[config.mk]
export PLATFORM = sky130hd
export DESIGN_NAME = adder_share_ctrl
export DESIGN_NICKNAME = d
export VERILOG_FILES = /design/src/rtl/adder_share_ctrl.sv
export SDC_FILE = /design/constraint.sdc
export NUM_CORES = 1
export LEC_CHECK = 0
export ABC_AREA = 1
export BUFFER_PORTS_ARGS = -buffer_cell sky130_fd_sc_hd__buf_2
export CORE_MARGIN = 3
export CORE_UTILIZATION = 47
export DETAILED_ROUTE_END_ITERATION = 10
export GPL_TIMING_DRIVEN = 0
export PLACE_DENSITY = 0.77
export SYNTH_ARGS = -nofsm -noshare
export SYNTH_HDL_FRONTEND = slang
export SYNTH_SLANG_ARGS = --single-unit
[constraint.sdc]
create_clock -name CLOCK_50 -period 1.7 [get_ports CLOCK_50]
set_input_delay 0.34 -clock CLOCK_50 [delete_from_list [all_inputs] [get_ports CLOCK_50]]
set_output_delay 0.34 -clock CLOCK_50 [all_outputs]
set_load 0.01 [all_outputs]
[src/rtl/adder_share_ctrl.sv]
// Sequencer and 2-way round-robin arbiter for the shared A/B/S operand registers and adder.
// Optional build macro ADD_SAT_EN clamps the stored sum to all-ones on overflow.
module adder_share_ctrl #(
    parameter int W = 8
) (
    input  logic         CLOCK_50,
    input  logic         RESET,
    input  logic [1:0]   REQ,
    input  logic [W-1:0] OPA0,
    input  logic [W-1:0] OPB0,
    input  logic [W-1:0] OPA1,
    input  logic [W-1:0] OPB1,
    output logic [1:0]   ACK,
    output logic         GNT_ID,
    output logic         BUSY,
    output logic [W-1:0] A_Q,
    output logic [W-1:0] B_Q,
    output logic [W:0]   S_Q,
    output logic [2:0]   STATE_Q
);

    // state  | meaning
    // IDLE   | wait for a request, arbitrate
    // LOAD_A | A_Q <= winner's operand A
    // LOAD_B | B_Q <= winner's operand B
    // ADD    | S_Q <= A_Q + B_Q
    // DONE   | ACK pulse to winner, remember it for the next tie
    localparam logic [2:0] IDLE   = 3'd0;
    localparam logic [2:0] LOAD_A = 3'd1;
    localparam logic [2:0] LOAD_B = 3'd2;
    localparam logic [2:0] ADD    = 3'd3;
    localparam logic [2:0] DONE   = 3'd4;

    logic [2:0]   state_q;
    logic [2:0]   state_d;
    logic         gnt_q;
    logic         last_q;
    logic         pick;
    logic [W-1:0] a_q;
    logic [W-1:0] b_q;
    logic [W:0]   s_q;
    logic [W:0]   sum_raw;
    logic [W:0]   sum_val;
    logic [1:0]   ack_q;
    logic         ld_gnt;
    logic         ld_a;
    logic         ld_b;
    logic         ld_s;
    logic         ld_last;

    always_ff @(posedge CLOCK_50) begin
        if (RESET) begin
            state_q <= IDLE;
        end else begin
            state_q <= state_d;
        end
    end

    always_comb begin
        state_d = IDLE;
        case (state_q)
            IDLE:    state_d = (REQ != 2'b00) ? LOAD_A : IDLE;
            LOAD_A:  state_d = LOAD_B;
            LOAD_B:  state_d = ADD;
            ADD:     state_d = DONE;
            DONE:    state_d = IDLE;
            default: state_d = IDLE;
        endcase
    end

    always_comb begin
        ld_gnt  = 1'b0;
        ld_a    = 1'b0;
        ld_b    = 1'b0;
        ld_s    = 1'b0;
        ld_last = 1'b0;
        case (state_q)
            IDLE:    ld_gnt  = |REQ;
            LOAD_A:  ld_a    = 1'b1;
            LOAD_B:  ld_b    = 1'b1;
            ADD:     ld_s    = 1'b1;
            DONE:    ld_last = 1'b1;
            default: ;
        endcase
    end

    // A tie goes to whichever requester was not served last.
    assign pick    = (REQ == 2'b11) ? ~last_q : REQ[1];
    assign sum_raw = {1'b0, a_q} + {1'b0, b_q};

`ifdef ADD_SAT_EN
    assign sum_val = sum_raw[W] ? {(W+1){1'b1}} : sum_raw;
`else
    assign sum_val = sum_raw;
`endif

    always_ff @(posedge CLOCK_50) begin
        if (RESET) begin
            gnt_q  <= 1'b0;
            last_q <= 1'b1;
            a_q    <= '0;
            b_q    <= '0;
            s_q    <= '0;
            ack_q  <= 2'b00;
        end else begin
            ack_q <= 2'b00;
            if (ld_gnt) begin
                gnt_q <= pick;
            end
            if (ld_a) begin
                a_q <= gnt_q ? OPA1 : OPA0;
            end
            if (ld_b) begin
                b_q <= gnt_q ? OPB1 : OPB0;
            end
            if (ld_s) begin
                s_q   <= sum_val;
                ack_q <= gnt_q ? 2'b10 : 2'b01;
            end
            if (ld_last) begin
                last_q <= gnt_q;
            end
        end
    end

    assign ACK     = ack_q;
    assign GNT_ID  = gnt_q;
    assign BUSY    = (state_q != IDLE);
    assign A_Q     = a_q;
    assign B_Q     = b_q;
    assign S_Q     = s_q;
    assign STATE_Q = state_q;

endmodule

# Yosys cells after proc, flatten, opt, wreduce, memory -nomap -nowiden
# Index checks and enable logic that the tools add are counted.
[totals]
mem_bits_rw = 0
elab_cells = 31
latch_bits = 0
reg_bits = 32
romBits = 0
n_memories = 0
output_inout_bits = 32
[op_classes]
reduce_logical = 5
n_mul = 0
shifts = 0
mux = 11
n_div = 0
n_addsub = 1
n_bitwise = 2
n_eq_ne = 5
order_cmp = 0
[op_table]
columns = ["operator", "n"]
rows = [
  ["8-bit 2-to-1 mux", 2],
  ["3-bit one-hot mux with 4 select lines", 1],
  ["8-bit by 8-bit adder with 9-bit output", 1],
  ["1-bit 2-to-1 mux", 7],
  ["3-bit by 2-bit equality test with 1-bit output, second input constant", 2],
  ["2-bit OR reduction", 2],
  ["3-bit by 1-bit equality test with 1-bit output, second input constant", 1],
  ["3-bit equality test, second input constant", 1],
  ["3-bit zero test", 1],
  ["3-bit nonzero test", 1],
  ["2-bit equality test, second input constant", 1],
  ["2-bit 2-to-1 mux", 1],
  ["1-bit NOT", 2],
  ["2-bit nonzero test", 1],
]

# Longest topological paths before layout
[logic_depth]
ltp_word = 4
ltp_mapped = 10
ltp_nobuf = 10

# Worst setup path after synthesis
# No wires, ideal clock.
[synth_path]
path_kind = "register to register"
from = "register a_q[0], in the netlist A_Q[0]"
to = "register s_q[6], in the netlist S_Q[6]"
period_less_slack_ps = 1542
stages_incl_launch_ff = 11
path_slack_ps = 158
required_time_ps = 1591
arrival_ps = 1433
n_path_buf = 0
setup_ps = 109
path_cell_list = "dfxtp_1 ha_1 fa_1 nand2_1 nand2_1 nand3b_1 nand2_1 nand2_1 nand3_1 nand2_1 inv_1"
[synth_via]
elab_chain_len = 1
[synth_rtl]
columns = ["element", "line_no", "rtl"]
rows = [
  ["from (decl)", "39", "logic [W-1:0] a_q;"],
  ["from (signal assigned)", "111", "a_q <= gnt_q ? OPA1 : OPA0;"],
  ["8-bit by 8-bit adder with 9-bit output", "89", "assign sum_raw = {1'b0, a_q} + {1'b0, b_q};"],
  ["to (signal assigned)", "117", "s_q <= sum_val;"],
  ["to (decl)", "41", "logic [W:0] s_q;"],
]
# No other way between the ends.
# A chain may end at the register's enable or synchronous reset.

# Worst setup path after layout
[layout_path]
from = "register state_q[1], in the netlist STATE_Q[1]"
to = "output port BUSY"
[layout_via]
elab_chain_len = 1
[layout_rtl]
columns = ["element", "line_no", "rtl"]
rows = [
  ["from (decl)", "34", "logic [2:0] state_q;"],
  ["from (signal assigned)", "55", "state_q <= state_d;"],
  ["3-bit nonzero test", "128", "assign BUSY = (state_q != IDLE);"],
  ["to (decl)", "15", "output logic BUSY,"],
]
# No other way between the ends.

==> qor.yml <==
detailed_routing:
  viasPerCell: 4.952
  drc_errors: 0
  ant_nets: 0
  first_pass_iters: 4
  vias: 1763
  post_drt_wl_per_cell_um: 12.30
  finalWirelength_um: 4379
  first_iter_violations: 91
timing:
  max_freq_mhz: 644.1
  rsz0062_at_grt: "no"
  slew_violations: 0
  fin_setup_tns_ns: 0
  post-route-period-util: 0.9133
  setup_violations: 0
  fin_skew_ns: 0.003645
  hold_viol: 0
  tightest_slew_ns: 0.4615
  final.min_clock_period_ns: 1.553
  relSlewSlack: 0.6924
logic_synthesis:
  synth_area_per_cell_um2: 6.918
  synth_compound_area_frac: 0.1581
  synth.top_cells.by_area: "dfxtp_1 (39%), nand2_1 (16%), o21ai_0 (6.7%), ha_1 (6.1%), inv_1 (5.9%)"
  synth_top_area_share: 0.3891
  async_reset_ff_frac: 0
  synthCells: 238
  yosys_warnings: 0
  synthSimpleGateAreaFrac: 0.2743
  synth_top_family_by_area: "simple AND/OR/NAND/NOR gates"
  synthFlopType: "dfxtp_1"
  synth_fa_ha_area_frac: 0.07295
  synth_edf_count: 0
  muxShareOfSynthArea: 0
  syn_area_mm2: 0.001647
  synth_cell_types: 25
  ys_seq_elements: 32
  seq_area_frac_synth: 0.3891
  yosys.area.top_type: "dfxtp_1"
  synth_fp_nets: 283
  synth_xor_area_frac: 0.005319
critical_path:
  crit_path_top_delay_cell: "dfxtp_1"
  critPathLaunchType: "flop"
  crit_chain: "nor3_1, inv_1, buf_2"
  worstPathArrival_ns: 1.21
  critPathCaptureType: "output pin"
  r2r_cells: 10
  cp_max_fo: 6
  max_stage_delay_ns: 0.37
  crit-reg2reg-launch: "B_Q[0]$_SDFFE_PP0P_"
  required_ns: 1.36
  reg2reg_setup_slack_ns: 0.16
  critical_path_class: "flop to output pin"
  rr_endpoint: "S_Q[6]$_SDFFE_PP0P_"
die:
  rows: 20
  die_area_mm2: 0.004250
  initial_core_util: 0.5141
  die_w_um: 65.19
  core_mm2: 0.003203
  pin_count: 68
  die_y_um: 65.19
clock_network:
  cts_buffers: 5
  clock_tree.buffer_depth: 2
  clkTransAtPathRegs_ns: 0.10
  cts_root_buf: "clkbuf_4"
  clock_latency_ns: 0.34
  htreeDepth: 2
  cts_sinks: 32
  cts_tree: "yes"
cells_and_area:
  area_growth_pct: 26.98
  layout_common_cells: "nand2_1 (71), buf_2 (70), dfxtp_1 (32)"
  mostFrequentLayoutCell: "nand2_1"
  layout-drive-gt1-share: 0.2821
  final_nets: 357
  multi_input_area_um2: 848.3
  diodes: 0
  fillerInstances: 335
  seqCellArea_um2: 640.6
global_routing:
  grt_max_degree: 11
  grt-ovfl-total: 0
  grt_pass1_wl_um: 7203
  antenna_found_initial: 0
  grt_pass1_vias: 1662
  grt_use_total: 0.2163
job:
  drv_cap: 0
hold_path:
  min_from: "OPA0[7]"
  hp-class: "input port to flop"
  whs_path_depth: 3
  min_to: "A_Q[7]$_SDFFE_PP0P_"
power:
  ir_drop_mv: 0.5013
  leakage_nw: 1.133
  p_total_mw: 1.916
  p_per_area_mw_per_mm2: 916.2
place:
  hpwlAfterDp_um: 3474
  routabilityCongestion: 0.8365
  portBuffers: 67
outcome:
  outcome: "complete, no violations"
-- cell type report --
type | count | share of cell area
tap | 44 | 0.02633
clock buffer | 6 | 0.01975
inverter | 30 | 0.05386
sequential | 32 | 0.3064
timing repair buffer | 67 | 0.1604
buffer | 8 | 0.02513
clock inverter | 1 | 0.002394
multi-input combinational | 168 | 0.4057
-- what timing repair did --
action / in CTS / in global routing
resized for setup: 0 / 3
buffers inserted: 0 / 0
setup endpoints to repair: 0 / 2
hold buffers: 0 / 0
-- per-stage QoR --
stage	area [um2]	hold slack (ns)	utilization	instances	worst slack, ns
6_report	2091	0.2476	0.6527	356	0.1474
5_1_grt	2091	0.2625	0.6527	356	0.01922
4_1_cts	2083	0.2514	0.6504	356	0.05023
3_5_place_dp	2037	0.4692	0.6359	349	0.06897
3_3_place_gp	2037	0.4567	0.6359	349	0.09957
2_1_floorplan	1647	0.4091	-	238	0.1582
-- registers in the layout, indices dropped and copies added (netlist names) --
name	cells
S_Q	9
A_Q	8
B_Q	8
STATE_Q	3
ACK	2
GNT_ID	1
last_q	1
-- cell families after synthesis --
family	after synthesis
compound gates	49
xor+xnor	1
fa+ha+maj	9
buf+inv	38
flops	32
simple gates	109
-- how the worst max path moves through the flow --
| stage | start | endpoint | slack (ns) | cells past startpoint |
|---|---|---|---|---|
| floorplan | A_Q[0]$_SDFFE_PP0P_ | S_Q[6]$_SDFFE_PP0P_ | 0.16 | 10 |
| global placement | A_Q[0]$_SDFFE_PP0P_ | S_Q[6]$_SDFFE_PP0P_ | 0.1 | 10 |
| detailed placement | A_Q[0]$_SDFFE_PP0P_ | S_Q[6]$_SDFFE_PP0P_ | 0.07 | 10 |
| CTS | B_Q[0]$_SDFFE_PP0P_ | S_Q[6]$_SDFFE_PP0P_ | 0.05 | 10 |
| global route | STATE_Q[1]$_SDFF_PP0_ | BUSY | 0.02 | 3 |
| finish | STATE_Q[1]$_SDFF_PP0_ | BUSY | 0.15 | 3 |
-- layer usage --
layer / vias to the layer above / wire length, um / GRT usage
li1: 920 / - / -
met5: - / 0 / 0
met2: 53 / 2103 / 0.3628
met3: 10 / 280 / 0.05983
met1: 780 / 1909 / 0.2627
met4: 0 / 85 / 0.08031
-- critical path, delay by kind of cell, from the launching register on --
family | cells | cell delay, ns
AND/OR/NAND/NOR | 1 | 0.29
flip-flops | 1 | 0.37
buffers and inverters | 2 | 0.21
-- power breakdown --
part | switching (mW) | internal, mW | total (mW)
logic | 0.350 | 0.242 | 0.593
registers | 0.0747 | 0.834 | 0.909
clock network | 0.262 | 0.152 | 0.414
-- cell usage after synthesis (2+ instances only) --
| cell type | count |
|---|---|
| a21oi_1 | 16 |
| dfxtp_1 | 32 |
| o21ai_0 | 22 |
| nand3_1 | 14 |
| a31oi_1 | 8 |
| ha_1 | 8 |
| nor3_1 | 2 |
| inv_1 | 26 |
| nand2_1 | 72 |
| nand3b_1 | 3 |
| inv_2 | 4 |
| buf_2 | 3 |
| nor2_1 | 15 |
| buf_4 | 2 |
Note: power is estimated with default switching activity, not from simulation.
